### src/rtl/morse_pkg.sv
// Shared Morse definitions for the lab-board letter transmitter and receiver:
// letter codes, left-justified dot/dash patterns (1 = dash) and symbol lengths.
package morse_pkg;

    typedef enum logic [2:0] {
        LTR_A = 3'd0,
        LTR_B = 3'd1,
        LTR_C = 3'd2,
        LTR_D = 3'd3,
        LTR_E = 3'd4,
        LTR_F = 3'd5,
        LTR_G = 3'd6,
        LTR_H = 3'd7
    } letter_e;

    // Mark lengths in Morse units; a space inside a letter is one unit.
    localparam int DOT_UNITS  = 1;
    localparam int DASH_UNITS = 3;

    localparam logic [3:0] PAT_A = 4'b0100;
    localparam logic [3:0] PAT_B = 4'b1000;
    localparam logic [3:0] PAT_C = 4'b1010;
    localparam logic [3:0] PAT_D = 4'b1000;
    localparam logic [3:0] PAT_E = 4'b0000;
    localparam logic [3:0] PAT_F = 4'b0010;
    localparam logic [3:0] PAT_G = 4'b1100;
    localparam logic [3:0] PAT_H = 4'b0000;

    localparam logic [2:0] LEN_A = 3'd2;
    localparam logic [2:0] LEN_B = 3'd4;
    localparam logic [2:0] LEN_C = 3'd4;
    localparam logic [2:0] LEN_D = 3'd3;
    localparam logic [2:0] LEN_E = 3'd1;
    localparam logic [2:0] LEN_F = 3'd4;
    localparam logic [2:0] LEN_G = 3'd3;
    localparam logic [2:0] LEN_H = 3'd4;

    typedef enum logic [2:0] {
        ST_IDLE,
        ST_MARK,
        ST_SPACE,
        ST_EMIT,
        ST_ERR
    } rx_state_e;

    function automatic logic [3:0] pattern_of(input letter_e l);
        case (l)
            LTR_A:   return PAT_A;
            LTR_B:   return PAT_B;
            LTR_C:   return PAT_C;
            LTR_D:   return PAT_D;
            LTR_E:   return PAT_E;
            LTR_F:   return PAT_F;
            LTR_G:   return PAT_G;
            default: return PAT_H;
        endcase
    endfunction

    function automatic logic [2:0] length_of(input letter_e l);
        case (l)
            LTR_A:   return LEN_A;
            LTR_B:   return LEN_B;
            LTR_C:   return LEN_C;
            LTR_D:   return LEN_D;
            LTR_E:   return LEN_E;
            LTR_F:   return LEN_F;
            LTR_G:   return LEN_G;
            default: return LEN_H;
        endcase
    endfunction

endpackage

### src/rtl/morse_rx_if.sv
// Tone line in, decoded letter and status pulses out of the Morse receiver.
interface morse_rx_if;
    logic       morse_in;
    logic [2:0] letter;
    logic       valid;
    logic       err;
    logic       busy;

    modport master (output morse_in, input letter, valid, err, busy);
    modport slave  (input morse_in, output letter, valid, err, busy);
endinterface

### src/rtl/morse_lut.sv
// Combinational reverse lookup from a received (pattern, length) pair to a letter.
module morse_lut
    import morse_pkg::*;
(
    input  logic [3:0] code,
    input  logic [2:0] len,
    output logic [2:0] letter,
    output logic       hit
);

    // NOTE: every output gets a default before the search so no latch is inferred.
    always_comb begin
        letter = 3'd0;
        hit    = 1'b0;
        for (int i = 0; i < 8; i++) begin
            if (code == pattern_of(letter_e'(3'(i))) && len == length_of(letter_e'(3'(i)))) begin
                letter = 3'(i);
                hit    = 1'b1;
            end
        end
    end

endmodule

### src/rtl/morse_rx.sv
// Morse receiver: synchronises the tone line, times marks and spaces, and
// decodes letters A-H into the transmitter's 3-bit switch code.
module morse_rx
    import morse_pkg::*;
#(
    parameter int TICK_CYCLES = 25000000,
    parameter int CNT_W       = 28
) (
    input  logic      clk,
    input  logic      clear,
    morse_rx_if.slave bus
);

    localparam logic [CNT_W-1:0] DOT_MAX  = CNT_W'(2 * TICK_CYCLES);
    localparam logic [CNT_W-1:0] DASH_MAX = CNT_W'(5 * TICK_CYCLES);
    localparam logic [CNT_W-1:0] GAP_MIN  = CNT_W'(2 * TICK_CYCLES);
    localparam logic [CNT_W-1:0] CNT_ONE  = CNT_W'(1);

    rx_state_e        state_q, state_d;
    logic [CNT_W-1:0] cnt_q, cnt_d, cnt_inc;
    logic [3:0]       code_q, code_d;
    logic [2:0]       len_q, len_d;
    logic [2:0]       letter_q, letter_d;
    logic             valid_q, valid_d;
    logic             err_q, err_d;
    logic             sync1_q, m_s_q;
    logic [2:0]       lut_letter;
    logic             lut_hit;
    logic [1:0]       bit_idx;

    morse_lut u_lut (
        .code   (code_q),
        .len    (len_q),
        .letter (lut_letter),
        .hit    (lut_hit)
    );

    assign cnt_inc = (&cnt_q) ? cnt_q : cnt_q + CNT_ONE;
    assign bit_idx = 2'(3'd3 - len_q);

    // NOTE: sequential state uses non-blocking assignments so every flop samples pre-edge values.
    always_ff @(posedge clk or negedge clear) begin
        if (!clear) begin
            sync1_q  <= 1'b0;
            m_s_q    <= 1'b0;
            state_q  <= ST_IDLE;
            cnt_q    <= '0;
            code_q   <= '0;
            len_q    <= '0;
            letter_q <= '0;
            valid_q  <= 1'b0;
            err_q    <= 1'b0;
        end else begin
            sync1_q  <= bus.morse_in;
            m_s_q    <= sync1_q;
            state_q  <= state_d;
            cnt_q    <= cnt_d;
            code_q   <= code_d;
            len_q    <= len_d;
            letter_q <= letter_d;
            valid_q  <= valid_d;
            err_q    <= err_d;
        end
    end

    always_comb begin
        state_d = state_q;
        cnt_d   = cnt_q;
        code_d  = code_q;
        len_d   = len_q;
        case (state_q)
            ST_IDLE: begin
                if (m_s_q) begin
                    state_d = ST_MARK;
                    cnt_d   = CNT_ONE;
                    code_d  = '0;
                    len_d   = '0;
                end
            end
            ST_MARK: begin
                if (m_s_q) begin
                    cnt_d = cnt_inc;
                    if (cnt_inc >= DASH_MAX) begin
                        state_d = ST_ERR;
                        cnt_d   = '0;
                    end
                end else if (len_q == 3'd4) begin
                    // The mark just ended counts as the first quiet cycle of the error gap.
                    state_d = ST_ERR;
                    cnt_d   = CNT_ONE;
                end else begin
                    code_d[bit_idx] = (cnt_q >= DOT_MAX);
                    len_d           = len_q + 3'd1;
                    state_d         = ST_SPACE;
                    cnt_d           = CNT_ONE;
                end
            end
            ST_SPACE: begin
                if (m_s_q) begin
                    state_d = ST_MARK;
                    cnt_d   = CNT_ONE;
                end else begin
                    cnt_d = cnt_inc;
                    if (cnt_inc >= GAP_MIN) state_d = ST_EMIT;
                end
            end
            ST_EMIT: begin
                state_d = ST_IDLE;
                cnt_d   = '0;
            end
            ST_ERR: begin
                if (m_s_q) begin
                    cnt_d = '0;
                end else begin
                    cnt_d = cnt_inc;
                    if (cnt_inc >= GAP_MIN) state_d = ST_IDLE;
                end
            end
            default: state_d = ST_IDLE;
        endcase
    end

    // EMIT leads to IDLE only, so a lookup pulse can never coincide with an ERR-entry pulse.
    always_comb begin
        valid_d  = (state_q == ST_EMIT) && lut_hit;
        err_d    = ((state_q == ST_EMIT) && !lut_hit) ||
                   ((state_q != ST_ERR) && (state_d == ST_ERR));
        letter_d = valid_d ? lut_letter : letter_q;
    end

    assign bus.letter = letter_q;
    assign bus.valid  = valid_q;
    assign bus.err    = err_q;
    assign bus.busy   = (state_q != ST_IDLE);

endmodule

### src/flat_wrapper.sv
// flat-port wrapper written by rule: the top's interface ports become plain ports
module morse_rx_flat import morse_pkg::*;
#(
    parameter int TICK_CYCLES = 25000000,
    parameter int CNT_W       = 28
)
  (clk, clear, bus_morse_in, bus_letter, bus_valid, bus_err, bus_busy);
  morse_rx_if bus_i ();
  input  logic clk;
  input  logic clear;
  input wire logic [$bits(bus_i.morse_in)-1:0] bus_morse_in;
  output wire logic [$bits(bus_i.letter)-1:0] bus_letter;
  output wire logic [$bits(bus_i.valid)-1:0] bus_valid;
  output wire logic [$bits(bus_i.err)-1:0] bus_err;
  output wire logic [$bits(bus_i.busy)-1:0] bus_busy;
  assign bus_i.morse_in = bus_morse_in;
  assign bus_letter = bus_i.letter;
  assign bus_valid = bus_i.valid;
  assign bus_err = bus_i.err;
  assign bus_busy = bus_i.busy;
  morse_rx #(.TICK_CYCLES(TICK_CYCLES), .CNT_W(CNT_W)) u_core (.clk(clk), .clear(clear), .bus(bus_i));
endmodule
### config.mk
export PLATFORM = sky130hd
export DESIGN_NAME = morse_rx_flat
export DESIGN_NICKNAME = d
export VERILOG_FILES = /design/src/rtl/morse_pkg.sv /design/src/rtl/morse_rx_if.sv /design/src/rtl/morse_lut.sv /design/src/rtl/morse_rx.sv /design/src/flat_wrapper.sv
export SDC_FILE = /design/constraint.sdc
export NUM_CORES = 1
export LEC_CHECK = 0
export BUFFER_PORTS_ARGS = -buffer_cell sky130_fd_sc_hd__buf_2
export CAP_MARGIN = 30
export CORE_MARGIN = 2
export CORE_UTILIZATION = 51
export CTS_CLUSTER_DIAMETER = 60
export DETAILED_ROUTE_END_ITERATION = 7
export GPL_ROUTABILITY_DRIVEN = 0
export PLACE_DENSITY = 0.63
export RECOVER_POWER = 50
export SLEW_MARGIN = 20
export SYNTH_ARGS = -nofsm -noshare
export SYNTH_HDL_FRONTEND = slang
export SYNTH_SLANG_ARGS = --single-unit
### constraint.sdc
create_clock -name clk -period 4.3 [get_ports clk]
set_input_delay 0.215 -clock clk [delete_from_list [all_inputs] [get_ports clk]]
set_output_delay 0.215 -clock clk [all_outputs]
set_load 0.005 [all_outputs]
# --- After elaboration in Yosys (flattened, before gate mapping) ---
# Cells that the tools add are included.
word_totals:
  ff_bits: 45
  inputBits: 3
  output_inout_bits: 6
  elab_cells: 99
op_classes:
  add_sub_neg: 3
  n_lt_le_gt_ge: 5
  n_eq_ne: 18
  muxes: 42
  reduce_logical: 22
op_table:
  columns: ["op", "count"]
  rows:
  - ["two-way mux 28 bit", 6]
  - ["case mux 28 bit (5 select lines)", 1]
  - [">= comparator 28 x 26 -> 1 bit (second input constant)", 2]
  - ["two-way mux 3 bit", 17]
  - ["adder 28 x 1 -> 28 bit (second input constant)", 1]
  - [">= comparator 28 x 27 -> 1 bit (second input constant)", 1]
  - ["AND reduction 28 bit", 1]
  - ["== test 3 x 2 -> 1 bit (second input constant)", 4]
  - ["== test 4 bit (second input constant)", 3]
  - ["logical AND 1 bit", 12]
  - ["two-way mux 4 bit", 3]
  - ["case mux 3 bit (4 select lines)", 1]
  - ["two-way mux 1 bit", 10]
  - ["== test 3 bit (second input constant)", 3]
  - ["case mux 4 bit (2 select lines)", 1]
  - ["== test 3 x 1 -> 1 bit (second input constant)", 2]
  - ["case mux 3 bit (2 select lines)", 1]
  - ["nonzero test 5 bit", 1]
  - ["bitwise mux 4 bit", 1]
  - ["== test 4 x 2 -> 1 bit (second input constant)", 1]
  - ["== test 4 x 3 -> 1 bit (second input constant)", 1]
  - ["logical NOT 4 bit", 1]
  - ["inequality test 2 bit (second input constant)", 2]
  - ["AND reduction 4 bit", 1]
  - ["13 further kinds", 13]

# --- Longest topological paths before layout ---
depth:
  ltp_word: 13
  ltp_mapped: 13
  depth_no_buf: 11

# --- By module ---
# Synthesis repeated with hierarchy kept, for this count alone.
hier_totals:
  cells_unflattened: 433
  area_unflattened_um2: 3626.0
modules_own_cells:
  columns: ["mod", "n_inst", "cells_per_inst", "area_each_um2", "seq_area_each_um2"]
  rows:
  - ["morse_rx", 1, 410, 3438.3, 1126.1]
  - ["morse_lut", 1, 23, 187.7, 0.0]

# --- Worst setup path after synthesis ---
# Ideal clock, no wire load.
synth_path:
  kind: "register to register"
  startpoint: "register u_core.cnt_q[0]"
  endpoint: "register u_core.cnt_q[27]"
  setup_ps: 125
  t_arrival_ps: 2828
  required_time_ps: 4175
  setup_slack_ps: 1348
  stages_incl_launch_ff: 13
  path_buffers: 1
  synth_period_minus_slack_ps: 2952
  path_cell_list: "dfrtp_1 -> ha_1 -> nand4_1 -> or4_4 -> o21ai_2 -> buf_6 -> o21a_4 -> o221ai_2 -> a211oi_2 -> o31ai_4 -> a31o_4 -> and2_0 -> mux2_2"
synth_via:
  elab_chain_len: 6
  word_cells_on_any_way: 9
  classes_between: "add/sub (1); order compare (1); mux (6); reduce/logical (1)"
synth_rtl:
  columns: ["element", "line", "rtl"]
  rows:
  - ["start, declared", "morse_rx.sv:20", "logic [CNT_W-1:0] cnt_q, cnt_d, cnt_inc;"]
  - ["start signal, assigned", "morse_rx.sv:57", "cnt_q <= cnt_d;"]
  - ["adder 28 x 1 -> 28 bit or AND reduction 28 bit (tied branches)", "morse_rx.sv:38", "assign cnt_inc = (&cnt_q) ? cnt_q : cnt_q + CNT_ONE;"]
  - ["two-way mux 28 bit (*)", "morse_rx.sv:38", null]
  - [">= comparator 28 x 27 -> 1 bit", "morse_rx.sv:83", "if (cnt_inc >= DASH_MAX) begin"]
  - ["two-way mux 28 bit", "morse_rx.sv:83", null]
  - ["two-way mux 28 bit", "morse_rx.sv:81", "if (m_s_q) begin"]
  - ["case mux 28 bit (5 select lines) (*)", "morse_rx.sv:71", "case (state_q)"]
# Every way passes the cells marked *; elsewhere a longest branch is shown, timed or not.
# A chain may end at the register's enable or synchronous reset.

# --- Final worst setup path ---
# Same ends and word-level chain as after synthesis.

==> impl_metrics.tcl <==
set metrics [dict create \
    drive_gt1_share_pct 11.1 \
    required_ns 4.49 \
    fin_skew_ns 0.0108 \
    first_global_vias 2903 \
    clock-sinks 45 \
    clkTransAtPathRegs_ns 0.10 \
    synth_edf_count 0 \
    coreArea_um2 6720 \
    arrival_ns 3.94 \
    antenna_found_initial 0 \
    grtUsageTotal_pct 24.7 \
    avgSynthCellArea_um2 8.39 \
    hp-class "register to register" \
    start_util_pct 52.1 \
    seq_power_share_pct 47.4 \
    finalWirelength_mm 8.92 \
    intPower_w 0.000729 \
    clockBufferDepth 2 \
    vias_per_cell 6.56 \
    cts_max_level 2 \
    wl_met3_um 576 \
    cts_buffers 5 \
    antenna_cells 0 \
    fp.dieH_um 86.8 \
    fmax_ghz 0.267 \
    fin_ws_ns 0.553 \
    final_cell_area_um2 3640 \
    ys_warn_count 0 \
    die_area_um2 7540 \
    detail-route-antenna-nets 0 \
    synth.area.top_cells "dfrtp_1 (32%), nand2_1 (4.6%), a21oi_1 (4.4%)" \
    syn-num-nets 427 \
    finalNetCount 424 \
    cts_tree "yes" \
    ir_worst_vdd_mv 0.225 \
    grt_pass1_wl_mm 14.9 \
    ctsResizeCount 0 \
    final_cell_mix "dfrtp_1 (45), nand2_1 (43), a21oi_1 (31)" \
    drc_errors 0 \
    critPathCaptureType "register" \
    grt_max_degree 29 \
    synth_cells 417 \
    tightest_slew_ns 1.47 \
    seq_area_frac_synth_pct 32.2 \
    setup_viol 0 \
    cts_setup_buffers 0 \
    rows 30 \
    drt_pass1_iterations 5 \
    worstSetupStartpointType "register" \
    fin_cells 495 \
    async_flop_share_pct 100 \
    dr_wl_met2_mm 3.90 \
    synthFlopType "dfrtp_1" \
    p_leak_nw 1.40 \
    synth_top_cell_area_share_pct 32.2 \
    dpl-instance-area_um2 3540 \
    fin_crit_ns 3.75 \
    gr-total-overflow 0 \
    cts_hold_buf 1 \
    synth_seq_cells 45 \
    cp_max_fo 16 \
    critPathKind "register to register" \
    fill_cells 617 \
    fin_setup_tns_ns 0 \
    wl_per_cell_um 18.0 \
    die_width_um 86.8 \
    yosysTopAreaCell "dfrtp_1" \
    utilization_pct 54.2 \
    r2r_slack_ns 0.55 \
    port_buffers 8 \
    status "completed" \
    highest_layer "met4" \
    drv_cap 0 \
    placed_cells 485 \
    vias 3247 \
    drtIter0Drc 360 \
    relSlewSlack_pct 2.19 \
    yosys.cell_types.count 73 \
    wl_met1_mm 4.31 \
    power.density_nw_per_um2 312 \
    p_sw_w 0.000408 \
    ios 9 \
    area_growth_pct 4.08 \
    grt_setup_unrepaired "no" \
    netlist_area_um2 3500 \
    clk_latency_ns 0.30 \
    dpl.hpwl_mm 6.62 \
    fin_crit_sh_pct 87.1 \
    slew_viol_final 0 \
    power.share.clock_pct 25.3 \
    layout_commonest_cell "dfrtp_1" \
    hold_violations 0 \
    pwr-share-comb_pct 27.3 \
    swShare_pct 35.9 \
    preCtsSetupSlack_ns 0.612 \
    cts_root_buf "clkbuf_8" \
]
==> final timing paths <==
check,from,endpoint,depth (start not counted)
min in group asynchronous,clear,u_core.cnt_q[1]$_DFFE_PN0P_,2
max in group asynchronous,clear,u_core.cnt_q[26]$_DFFE_PN0P_,3
min reg2reg,u_core.sync1_q$_DFF_PN0_,u_core.m_s_q$_DFF_PN0_,0
max reg2reg,u_core.cnt_q[0]$_DFFE_PN0P_,u_core.cnt_q[27]$_DFFE_PN0P_,11
min,u_core.sync1_q$_DFF_PN0_,u_core.m_s_q$_DFF_PN0_,0
max,u_core.cnt_q[0]$_DFFE_PN0P_,u_core.cnt_q[27]$_DFFE_PN0P_,11
==> cell families (layout without fill, tap and decap cells) <==
kind of cell             after synthesis  in the layout  share of synthesized area [%]
XOR/XNOR                              12             12                           3.00
AO/OA/AOI/OAI                        131            131                           27.1
adder cells (fa/ha/maj)                8              8                           2.79
flip-flops                            45             45                           32.2
buffers and inverters                 43             41                           6.19
multiplexers                           6              6                           1.75
AND/OR/NAND/NOR                      172            172                           27.0
==> critical path, cell delays in order, from the launching register on <==
cell      delay, ns
dfrtp_1        0.47
ha_1           0.25
nand4_1        0.19
or4_4          0.50
o21ai_2        0.52
o21a_4         0.23
o221ai_2       0.14
a211oi_2       0.29
o31ai_4        0.16
a31oi_4        0.45
o21ai_0        0.15
mux2_2         0.28
==> layer usage <==
layer	GRT usage (%)	vias to the layer above
met5	0	-
met4	6.68	0
met3	3.71	16
met2	36.6	126
met1	37.3	1551
li1	-	1554
==> sequential cells by signal, summed over array words and instances (netlist names) <==
register and cells:
u_core.bus.err 1, u_core.bus.letter 3, u_core.bus.valid 1, u_core.cnt_q 28, u_core.code_q 4, u_core.len_q 3, u_core.m_s_q 1, u_core.state_q 3
u_core.sync1_q 1
==> stage by stage <==
| step | total power (W) | hold slack, ns |
|---|---|---|
| after floorplan | 0.000772 | -0.0806 |
| after global placement | 0.000845 | 0.325 |
| after detailed placement | 0.000859 | 0.189 |
| after CTS | 0.00115 | 0.0135 |
| after global routing | 0.00122 | 0.369 |
| final | 0.00114 | 0.353 |
==> cells in the mapped netlist (4+ instances only) <==
master    instances
nor2_1           26
xor2_1            4
a311oi_1          4
o21ai_1           7
o211ai_1          4
or3_1             5
dfrtp_1          45
mux2i_1           5
a211oi_1          5
nand2_1          43
clkbuf_1         12
a22o_1            6
nor4_1            8
o22ai_1           4
nor3_1           22
o21ai_0          22
buf_2             5
nand4_1           5
nand3_1          29
xnor2_1           8
inv_1            18
buf_6             5
a21o_1            6
ha_1              7
a31oi_1           7
nand2b_1          4
a21oi_1          31
==> area by class of cell <==
cell class	instances	area, µm²	share of cell area, %
flip-flops and latches	45	1130	30.9
inverters	18	67.6	1.86
well taps	80	100	2.75
repair buffers	15	92.6	2.54
clock buffers	6	82.6	2.27
multi-input cells	329	2160	59.2
clock inverters	2	16.3	0.447
==> power by group through the flow <==
stage	logic, W	registers (W)	clock network [W]
finish	0.000310	0.000540	0.000287
global placement	0.000300	0.000545	0
floorplan	0.000256	0.000516	0
global route	0.000355	0.000552	0.000313
detailed placement	0.000311	0.000548	0
CTS	0.000313	0.000539	0.000298
No activity file was read; power rests on OpenSTA's default activity.
